[src/rtl/ppu_reg_port.sv]
// CPU-facing PPU register port: $2000-$2007 decode (mirrored), VRAM/OAM pointers, $2007 read buffer.
// Define OAM_DMA_EN to build the stalling OAM DMA engine; otherwise DMA_REG is not decoded.
module ppu_reg_port #(
  parameter int          VADDR_W    = 14,
  parameter int          OAM_AW     = 8,
  parameter int          INC_STRIDE = 32,
  parameter logic [15:0] REG_BASE   = 16'h2000,
  parameter logic [15:0] REG_SPAN   = 16'h2000,
  parameter logic [15:0] DMA_REG    = 16'h4014
) (
  input  logic               clk,
  input  logic               rst,
  input  logic [15:0]        cpu_addr,
  input  logic [7:0]         cpu_data_in,
  output logic [7:0]         cpu_data_out,
  input  logic               cpu_write_en,
  input  logic               cpu_read_en,
  output logic               cpu_stall,
  output logic [7:0]         ppu_ctrl1,
  output logic [7:0]         ppu_ctrl2,
  input  logic [7:0]         ppu_status,
  output logic               vblank_clr,
  output logic [7:0]         scroll_x,
  output logic [7:0]         scroll_y,
  output logic [VADDR_W-1:0] vram_addr,
  output logic [7:0]         vram_wdata,
  output logic               vram_we,
  output logic               vram_re,
  input  logic [7:0]         vram_rdata,
  output logic [OAM_AW-1:0]  oam_addr,
  output logic [7:0]         oam_wdata,
  output logic               oam_we,
  input  logic [7:0]         oam_rdata,
  output logic [15:0]        dma_rd_addr,
  output logic               dma_rd_en,
  input  logic [7:0]         dma_rd_data
);

  localparam logic [16:0] WIN_LO = {1'b0, REG_BASE};
  localparam logic [16:0] WIN_HI = {1'b0, REG_BASE} + {1'b0, REG_SPAN};

  logic               ctrl1_reg;
  logic [7:0]         ctrl1_val_reg;
  logic [7:0]         ctrl2_reg;
  logic [7:0]         scroll_x_reg;
  logic [7:0]         scroll_y_reg;
  logic [7:0]         t_hi_reg;
  logic [VADDR_W-1:0] vram_addr_reg;
  logic [VADDR_W-1:0] vram_addr_next;
  logic [7:0]         read_buf_reg;
  logic               re_pend_reg;
  logic [OAM_AW-1:0]  oam_addr_reg;
  logic               w_reg;
  logic [7:0]         last_wr_reg;
  logic               vblank_clr_reg;

  logic               stall_int;
  logic               dma_wr_phase;
  logic               in_win;
  logic [2:0]         reg_idx;
  logic               wr_ok;
  logic               rd_ok;
  logic [7:0]         wr_hit;
  logic [7:0]         rd_hit;
  logic [VADDR_W-1:0] vram_step;
  logic [15:0]        t_full;
  logic [7:0]         buf_view;
  logic               status_unused;

  assign in_win  = ({1'b0, cpu_addr} >= WIN_LO) && ({1'b0, cpu_addr} < WIN_HI);
  assign reg_idx = cpu_addr[2:0];

  // A write beats a simultaneous read; the stalled CPU is locked out entirely.
  assign wr_ok = cpu_write_en && !stall_int;
  assign rd_ok = cpu_read_en && !cpu_write_en && !stall_int;

  genvar gi;
  generate
    for (gi = 0; gi < 8; gi++) begin : g_dec
      assign wr_hit[gi] = wr_ok && in_win && (reg_idx == 3'(gi));
      assign rd_hit[gi] = rd_ok && in_win && (reg_idx == 3'(gi));
    end
  endgenerate

  assign vram_step      = ctrl1_val_reg[2] ? VADDR_W'(INC_STRIDE) : VADDR_W'(1);
  assign vram_addr_next = vram_addr_reg + vram_step;
  assign t_full         = {t_hi_reg, cpu_data_in};

  // Forward the in-flight fetch so back-to-back $2007 reads still see the previous byte.
  assign buf_view = re_pend_reg ? vram_rdata : read_buf_reg;

  assign status_unused = ^{ppu_status[4:0], ctrl1_reg};

  always_ff @(posedge clk or negedge rst) begin
    if (!rst) begin
      ctrl1_reg      <= 1'b0;
      ctrl1_val_reg  <= 8'h00;
      ctrl2_reg      <= 8'h00;
      scroll_x_reg   <= 8'h00;
      scroll_y_reg   <= 8'h00;
      t_hi_reg       <= 8'h00;
      vram_addr_reg  <= '0;
      read_buf_reg   <= 8'h00;
      re_pend_reg    <= 1'b0;
      oam_addr_reg   <= '0;
      w_reg          <= 1'b0;
      last_wr_reg    <= 8'h00;
      vblank_clr_reg <= 1'b0;
    end else begin
      vblank_clr_reg <= rd_hit[2];
      re_pend_reg    <= rd_hit[7];
      ctrl1_reg      <= 1'b0;

      if (re_pend_reg) begin
        read_buf_reg <= vram_rdata;
      end

      if (wr_ok && in_win) begin
        last_wr_reg <= cpu_data_in;
      end

      if (wr_hit[0]) begin
        ctrl1_val_reg <= cpu_data_in;
      end
      if (wr_hit[1]) begin
        ctrl2_reg <= cpu_data_in;
      end

      // w is shared by $2005 and $2006 and cleared by a status read.
      if (rd_hit[2]) begin
        w_reg <= 1'b0;
      end else if (wr_hit[5] || wr_hit[6]) begin
        w_reg <= ~w_reg;
      end

      if (wr_hit[5]) begin
        if (w_reg) begin
          scroll_y_reg <= cpu_data_in;
        end else begin
          scroll_x_reg <= cpu_data_in;
        end
      end

      if (wr_hit[6] && !w_reg) begin
        t_hi_reg <= cpu_data_in;
      end

      if (wr_hit[6] && w_reg) begin
        vram_addr_reg <= t_full[VADDR_W-1:0];
      end else if (wr_hit[7] || rd_hit[7]) begin
        vram_addr_reg <= vram_addr_next;
      end

      if (dma_wr_phase) begin
        oam_addr_reg <= oam_addr_reg + 1'b1;
      end else if (wr_hit[3]) begin
        oam_addr_reg <= OAM_AW'(cpu_data_in);
      end else if (wr_hit[4]) begin
        oam_addr_reg <= oam_addr_reg + 1'b1;
      end
    end
  end

  always_comb begin
    cpu_data_out = 8'h00;
    if (in_win) begin
      case (reg_idx)
        3'd0:    cpu_data_out = ctrl1_val_reg;
        3'd1:    cpu_data_out = ctrl2_reg;
        3'd2:    cpu_data_out = {ppu_status[7:5], last_wr_reg[4:0]};
        3'd4:    cpu_data_out = oam_rdata;
        3'd7:    cpu_data_out = buf_view;
        default: cpu_data_out = last_wr_reg;
      endcase
    end
  end

`ifdef OAM_DMA_EN
  typedef enum logic [1:0] {
    DMA_IDLE = 2'd0,
    DMA_RD   = 2'd1,
    DMA_WR   = 2'd2
  } dma_state_t;

  dma_state_t        dma_state_reg;
  logic [7:0]        dma_page_reg;
  logic [OAM_AW-1:0] dma_cnt_reg;
  logic              dma_rd_en_reg;
  logic              dma_wr_reg;
  logic              dma_busy_reg;
  logic              dma_trig;

  assign dma_trig = cpu_write_en && !dma_busy_reg && (cpu_addr == DMA_REG);

  // One RD/WR pair per byte; strobes are registered alongside the state.
  always_ff @(posedge clk or negedge rst) begin
    if (!rst) begin
      dma_state_reg <= DMA_IDLE;
      dma_page_reg  <= 8'h00;
      dma_cnt_reg   <= '0;
      dma_rd_en_reg <= 1'b0;
      dma_wr_reg    <= 1'b0;
      dma_busy_reg  <= 1'b0;
    end else begin
      case (dma_state_reg)
        DMA_IDLE: begin
          if (dma_trig) begin
            dma_state_reg <= DMA_RD;
            dma_page_reg  <= cpu_data_in;
            dma_cnt_reg   <= '0;
            dma_rd_en_reg <= 1'b1;
            dma_busy_reg  <= 1'b1;
          end
        end
        DMA_RD: begin
          dma_state_reg <= DMA_WR;
          dma_rd_en_reg <= 1'b0;
          dma_wr_reg    <= 1'b1;
        end
        DMA_WR: begin
          dma_wr_reg  <= 1'b0;
          dma_cnt_reg <= dma_cnt_reg + 1'b1;
          if (dma_cnt_reg == '1) begin
            dma_state_reg <= DMA_IDLE;
            dma_busy_reg  <= 1'b0;
          end else begin
            dma_state_reg <= DMA_RD;
            dma_rd_en_reg <= 1'b1;
          end
        end
        default: begin
          dma_state_reg <= DMA_IDLE;
          dma_rd_en_reg <= 1'b0;
          dma_wr_reg    <= 1'b0;
          dma_busy_reg  <= 1'b0;
        end
      endcase
    end
  end

  assign stall_int    = dma_busy_reg;
  assign dma_wr_phase = dma_wr_reg;
  assign cpu_stall    = dma_busy_reg;
  assign dma_rd_en    = dma_rd_en_reg;
  assign dma_rd_addr  = 16'({dma_page_reg, dma_cnt_reg});
`else
  logic dma_unused;

  assign dma_unused   = ^{dma_rd_data, (cpu_addr == DMA_REG)};
  assign stall_int    = 1'b0;
  assign dma_wr_phase = 1'b0;
  assign cpu_stall    = 1'b0;
  assign dma_rd_en    = 1'b0;
  assign dma_rd_addr  = 16'h0000;
`endif

  assign ppu_ctrl1  = ctrl1_val_reg;
  assign ppu_ctrl2  = ctrl2_reg;
  assign scroll_x   = scroll_x_reg;
  assign scroll_y   = scroll_y_reg;
  assign vram_addr  = vram_addr_reg;
  assign vblank_clr = vblank_clr_reg;
  assign oam_addr   = oam_addr_reg;
  assign vram_wdata = cpu_data_in;
  assign vram_we    = wr_hit[7];
  assign vram_re    = rd_hit[7];
  assign oam_we     = wr_hit[4] || dma_wr_phase;
  assign oam_wdata  = dma_wr_phase ? dma_rd_data : cpu_data_in;

endmodule

[config.mk]
export PLATFORM = sky130hd
export DESIGN_NAME = ppu_reg_port
export DESIGN_NICKNAME = d
export VERILOG_FILES = /design/src/rtl/ppu_reg_port.sv
export SDC_FILE = /design/constraint.sdc
export NUM_CORES = 1
export LEC_CHECK = 0
export BUFFER_PORTS_ARGS = -buffer_cell sky130_fd_sc_hd__buf_2
export CORE_MARGIN = 10
export CORE_UTILIZATION = 49
export DETAILED_ROUTE_END_ITERATION = 10
export PLACE_DENSITY = 0.8
export SLEW_MARGIN = 10
export SYNTH_ARGS = -nofsm -noshare
export SYNTH_HDL_FRONTEND = slang
export SYNTH_SLANG_ARGS = --single-unit
[constraint.sdc]
create_clock -name clk -period 2.2 [get_ports clk]
set_input_delay 0.22 -clock clk [delete_from_list [all_inputs] [get_ports clk]]
set_output_delay 0.22 -clock clk [all_outputs]
set_load 0.02 [all_outputs]
==> results.json, run 1 <==
{
  "cts_setup_buffers": 0,
  "grt_pass1_wl_um": 19200,
  "fmax_mhz": 499,
  "syn_avg_cell_area_um2": 10.4,
  "rsz0062_at_grt": "false",
  "synthTopCellsByArea": "dfrtp_1 48%, mux2_2 14%, buf_4 6.2%",
  "gp_congestion": 0.880,
  "hold_viol_final": 0,
  "htreeDepth": 3,
  "route.final.wire_length_um": 11700,
  "firstDrtPassIters": 4,
  "max_slew.worst_pin.slew_ns": 0.582,
  "critPathArrivalTime_ns": 2.22,
  "insertion_delay_ns": 0.36,
  "synth-seq-area-share": 0.478,
  "rows": 33,
  "drive_gt1_frac": 0.416,
  "dp_hpwl_um": 8830,
  "cts.reportedPaths.clkPinSlew_ns": 0.09,
  "die_width_um": 112,
  "grt_max_degree": 45,
  "yosysMostFrequentCell": "dfrtp_1",
  "holdCritPathClass": "primary input to flip-flop",
  "grt_remaining_overflow": 0,
  "vias": 3415,
  "syn_inst": 396,
  "required_ns": 2.42,
  "core_um2": 8220,
  "ys.flop_type": "dfrtp_1",
  "ys_top_cells_by_count": "79 x dfrtp_1, 51 x nand2_1, 50 x mux2_2, 34 x buf_4, 26 x nor2_1",
  "ys_ff_latch": 79,
  "instances_no_fill": 620,
  "power_leakage_nw": 2.56,
  "dp.cells": 603,
  "via_per_inst": 5.51,
  "start_util": 0.503,
  "clk_path_buf_depth": 2,
  "cp-end-kind": "flip-flop",
  "peakVddDrop_mv": 0.525,
  "num_io_pins": 160,
  "skew_ns": 0.00988,
  "clockRootBuffer": "clkbuf_8",
  "clock_sinks": 79,
  "postRouteAntennaNets": 0,
  "cts_hold_buf": 1,
  "die_y_um": 112,
  "drc_errors": 0,
  "path_class": "flip-flop to flip-flop",
  "cp-start-kind": "flip-flop",
  "wire_per_inst_um": 18.8,
  "cts_resized": 0,
  "synth_cell_type_count": 49,
  "status": "complete, no violations",
  "crit_fanout": 4,
  "finalMaxSlewViolations": 0,
  "cts_buffers": 9,
  "drt_iter0_drc": 190,
  "max_cap_viol_count": 0,
  "slew_headroom": 0.612,
  "largest_reg_flops": 14,
  "setup_viol": 0,
  "fin_tns_setup_ns": 0,
  "diodes": 0,
  "finalCritPeriodShare": 0.911,
  "synth_edf_count": 0,
  "antenna_found_initial": 0,
  "nNetsFinal": 574,
  "total_power_w": 0.00362,
  "place_ws_ns": 0.144,
  "synthArstFlopShare": 1.00,
  "syn_area_um2": 4140,
  "grt_usage": 0.187,
  "numPortBuffers": 118,
  "synthToLayoutAreaGrowth_pct": 20.1,
  "yosysTopAreaCellShare": 0.478,
  "period_needed_ns": 2.00,
  "dieArea_um2": 12500,
  "synth_largest_area_cell": "dfrtp_1",
  "worst_slack_ns": 0.195,
  "yosys_warnings": 0,
  "cts_tree": "built",
  "grt_pass1_vias": 3586,
  "pwr_density_cell_nw_per_um2": 728
}
==> cell families after synthesis <==
logic type | after synthesis | synth area share
and+or+nand+nor | 132 | 0.161
DFF | 79 | 0.478
muxes | 50 | 0.136
buffers and inverters | 56 | 0.0841
xor gates and xnor gates | 9 | 0.0191
other | 1 | 0.000907
AOI/OAI and AO/OA | 65 | 0.109
adders and majority gates | 4 | 0.0121
==> worst paths after layout <==
path | startpoint | end | slack, ns | cells past startpoint
hold / removal | vram_rdata[1] | read_buf_reg[1]$_DFF_PN0_ | 0.11 | 2
setup / recovery | vram_addr[0]$_DFFE_PN0P_ | vram_addr[12]$_DFFE_PN0P_ | 0.20 | 7
setup reg to reg | vram_addr[0]$_DFFE_PN0P_ | vram_addr[12]$_DFFE_PN0P_ | 0.20 | 7
min in group asynchronous | rst | scroll_y[4]$_DFFE_PN0P_ | 0.41 | 2
hold reg to reg | last_wr_reg[3]$_DFFE_PN0N_ | last_wr_reg[3]$_DFFE_PN0N_ | 0.49 | 2
max in group asynchronous | rst | t_hi_reg[2]$_DFFE_PN0P_ | 1.18 | 3
==> layer usage <==
layer  global-route usage  share of wire  vias to the layer above
met5                    0              0                        -
met2                0.304           0.49                      137
met1                0.230           0.41                     1655
met4               0.0617          0.018                        0
li1                     -              -                     1605
met3               0.0590          0.082                       18
==> placed cells by master (no fill, tap or decap), types with 5 or more instances in the layout <==
master	count
a211oi_1	6
a21oi_1	7
a22oi_1	11
a31oi_1	9
buf_2	117
buf_4	18
clkbuf_8	11
conb_1	18
dfrtp_1	79
inv_1	5
mux2_2	50
nand2_1	51
nand3_1	6
nor2_1	26
nor3_1	11
o21ai_0	12
or2_2	6
or3_1	5
xnor2_1	7
==> metrics by stage <==
step	instance area, µm²	hold WS, ns	utilization
global route	4970	0.115	0.605
floorplan	4200	-0.0756	-
finish	4970	0.110	0.605
global placement	4750	0.250	0.578
CTS	4970	0.103	0.605
detailed placement	4750	0.256	0.578
==> power by group <==
group          leakage (nW)  switching, W  internal, W
clock                 0.105      0.000526     0.000584
combinational          1.40      0.000479     0.000292
sequential             1.06      0.000124      0.00161
total                  2.56       0.00113      0.00249
==> critical path: stages (launching register included) <==
cell and delay (ns):
dfrtp_1 0.43, ha_1 0.23, ha_1 0.23, and3_1 0.20
a31oi_1 0.40, nor4_2 0.12, xnor2_1 0.18, a21oi_1 0.09
==> final cells by class <==
| cell class | instances | area (µm²) |
|---|---|---|
| multi-input cells | 278 | 1880 |
| inverters | 5 | 18.8 |
| flip-flops and latches | 79 | 1980 |
| repair buffers | 137 | 751 |
| fillers | 687 | 3250 |
| clock inverters | 5 | 56.3 |
| clock buffers | 11 | 151 |
| well taps | 105 | 131 |
No activity file was read; power rests on OpenSTA's default activity.
==> run 2: changes to the inputs <==
--- a/config.mk
+++ b/config.mk
@@ -5,9 +5,10 @@
 export SDC_FILE = /design/constraint.sdc
 export NUM_CORES = 1
 export LEC_CHECK = 0
+export ABC_AREA = 1
 export BUFFER_PORTS_ARGS = -buffer_cell sky130_fd_sc_hd__buf_2
 export CORE_MARGIN = 10
-export CORE_UTILIZATION = 49
+export CORE_UTILIZATION = 50
 export DETAILED_ROUTE_END_ITERATION = 10
 export PLACE_DENSITY = 0.8
 export SLEW_MARGIN = 10
==> results.json, run 2 <==
{
  "status": "complete, no violations",
  "syn_inst": 588,
  "insertion_delay_ns": 0.36,
  "synth_edf_count": 0,
  "yosys_warnings": 0,
  "max_slew.worst_pin.slew_ns": 0.516,
  "synth_largest_area_cell": "dfrtp_1",
  "slew_headroom": 0.654,
  "crit_path_frequent_cell": "nand2_1",
  "wl_met1_um": 5490,
  "max_stage_delay_ns": 0.49,
  "final_cell_mix": "191 x nand2_1, 117 x buf_2, 79 x dfrtp_1",
  "antenna_found_initial": 0,
  "cp-end-kind": "primary output",
  "yosysTopAreaCellShare": 0.437,
  "finalCritPeriodShare": 0.905,
  "syn_area_um2": 4520,
  "dp.cells": 787,
  "cts_tree": "built",
  "instances_no_fill": 804,
  "wire_per_inst_um": 16.3,
  "clk_path_buf_depth": 2,
  "grt_remaining_overflow": 0,
  "holdCritPathClass": "primary input to flip-flop",
  "ys_top_cells_by_count": "191 x nand2_1, 79 x dfrtp_1, 50 x inv_1, 47 x nand3_1, 45 x o21ai_0",
  "fin_util": 0.599,
  "ff2ff_setup_slack_ns": 0.49,
  "period_needed_ns": 1.99,
  "synth_cell_type_count": 38,
  "crit_fanout": 9,
  "ys_ff_latch": 79,
  "ys.flop_type": "dfrtp_1",
  "yosysMostFrequentCell": "nand2_1",
  "layout_commonest_cell": "nand2_1",
  "die_y_um": 115,
  "rsz0062_at_grt": "false",
  "grt_pass1_vias": 4216,
  "skew_ns": 0.00787,
  "gp_congestion": 0.897,
  "fin_tns_setup_ns": 0,
  "synthArstFlopShare": 1.00,
  "required_ns": 1.98,
  "crit_path_end": "cpu_data_out[4]",
  "top_layer_used": "met4",
  "synth_top_family_by_area": "simple AND/OR/NAND/NOR gates",
  "power_leakage_nw": 2.83,
  "rows": 34,
  "met3_length_um": 1390,
  "synth_compound_area_frac": 0.109,
  "reg2reg_depth": 12,
  "synth_simple_gate_area_frac": 0.297,
  "wl_met2_um": 5980,
  "nNetsFinal": 755,
  "start_util": 0.516,
  "grt_usage": 0.200,
  "dp_hpwl_um": 9990,
  "pwr_density_cell_nw_per_um2": 795,
  "total_power_w": 0.00418,
  "grt_max_degree": 35,
  "path_class": "flip-flop to primary output",
  "place_ws_ns": 0.353,
  "core_um2": 8760,
  "dieArea_um2": 13200,
  "cts_buffers": 9,
  "fmax_mhz": 502,
  "drive_gt1_frac": 0.241,
  "cp-start-kind": "flip-flop",
  "synthToLayoutAreaGrowth_pct": 16.2,
  "clock_sinks": 79,
  "synthAdderAreaFrac": 0.0111,
  "hold_viol_final": 0,
  "cp_num_buf_inv": 2,
  "clockRootBuffer": "clkbuf_8",
  "synth_mux_area_frac": 0.00249,
  "die_width_um": 115,
  "startpoint": "re_pend_reg$_DFF_PN0_",
  "diodes": 0,
  "cts_setup_buffers": 0,
  "vias": 4252,
  "setup_viol": 0,
  "peakVddDrop_mv": 0.493,
  "drc_errors": 0,
  "via_per_inst": 5.29,
  "postRouteAntennaNets": 0,
  "crit_family": "flip-flops",
  "synthTopCellsByArea": "dfrtp_1 44%, nand2_1 16%, buf_4 5.6%",
  "largest_reg_flops": 14,
  "grt_pass1_wl_um": 21300,
  "reg2reg_from": "ppu_ctrl1[2]$_DFFE_PN0P_",
  "synth_xor_area_frac": 0.00969,
  "max_cap_viol_count": 0,
  "numPortBuffers": 118,
  "num_io_pins": 160,
  "reg2reg_to": "vram_addr[10]$_DFFE_PN0P_",
  "crit_chain": "inv_2 -> nand2_1 -> nand2_1 -> nand2_1 -> o21ai_0 -> nor2_1 -> a21oi_1 -> buf_2",
  "drt_iter0_drc": 240,
  "synth-seq-area-share": 0.437,
  "path_depth": 8,
  "critPathSlowestCell": "dfrtp_1",
  "critPathArrivalTime_ns": 1.77,
  "cts.reportedPaths.clkPinSlew_ns": 0.09,
  "worst_slack_ns": 0.210,
  "htreeDepth": 3,
  "finalMaxSlewViolations": 0,
  "firstDrtPassIters": 5,
  "syn_avg_cell_area_um2": 7.69,
  "route.final.wire_length_um": 13100
}
-- run 2: cell count changes after synthesis, moves of 7 or more --
cell and change:
nor3_1 -7, nor2_1 +12, nand2_1 +140, a22oi_1 -10, inv_1 +45, nand3_1 +41, o21ai_0 +33, clkbuf_1 -11
o21ai_1 +12, mux2_2 -49, xnor2_1 -7, a31oi_1 -9
-- run 2: cells by family after synthesis --
kind of cell / count (synthesis)
AO/OA/AOI/OAI: 86
XOR/XNOR: 5
adder cells (fa/ha/maj): 4
buffers and inverters: 106
flip-flops: 79
multiplexers: 1
other: 1
AND/OR/NAND/NOR: 306
-- run 2: final cells by class --
| type | instances | area, µm² |
|---|---|---|
| clock buffers | 9 | 124 |
| clock inverters | 7 | 120 |
| fillers | 826 | 3510 |
| inverters | 55 | 216 |
| multi-input cells | 420 | 2010 |
| flip-flops and latches | 79 | 1980 |
| well taps | 108 | 135 |
| repair buffers | 126 | 668 |
-- run 2: report_power, final --
group	switching (W)	internal (W)	leakage [nW]
clock network	0.000569	0.000758	0.120
registers	0.000174	0.00166	0.984
logic	0.000695	0.000321	1.73
total	0.00144	0.00274	2.83
-- run 2: repair_timing --
action	CTS	global route
setup endpoints to repair	0	2
resized for setup	0	1
endpoints found under the hold margin	26	0
hold buffers	1	0
-- run 2: metal layers --
metal | vias up | track usage
met3 | 24 | 0.0740
met2 | 171 | 0.313
met4 | 0 | 0.0701
li1 | 2044 | -
met1 | 2013 | 0.248
met5 | - | 0
-- run 2: how the worst min path moves through the flow --
stage | from | end | slack (ns) | cells after the start
floorplan | rst | last_wr_reg[0]$_DFFE_PN0N_ | -0.08 | 0
global placement | rst | scroll_y[6]$_DFFE_PN0P_ | 0.17 | 1
detailed placement | rst | scroll_y[3]$_DFFE_PN0P_ | 0.17 | 1
CTS | vram_rdata[0] | read_buf_reg[0]$_DFF_PN0_ | 0.07 | 3
global route | vram_rdata[6] | read_buf_reg[6]$_DFF_PN0_ | 0.09 | 3
finish | vram_rdata[6] | read_buf_reg[6]$_DFF_PN0_ | 0.08 | 3
-- run 2: through the flow --
stage / instance area (µm²) / hold slack [ns]
2_1_floorplan: 4580 / -0.0756
3_3_place_gp: 5000 / 0.167
3_5_place_dp: 5000 / 0.171
4_1_cts: 5250 / 0.0737
5_1_grt: 5250 / 0.0879
6_report: 5250 / 0.0832
-- run 2: worst reg2reg max path, stage by stage (launching register included) --
cell     delay, ns
dfrtp_1       0.41
inv_1         0.10
ha_1          0.20
ha_1          0.18
nand2_1       0.07
inv_1         0.08
nand2_1       0.07
nand2_1       0.15
nand2_1       0.08
nand2_1       0.07
nand3_1       0.07
nand2_1       0.07
nand2_1       0.04
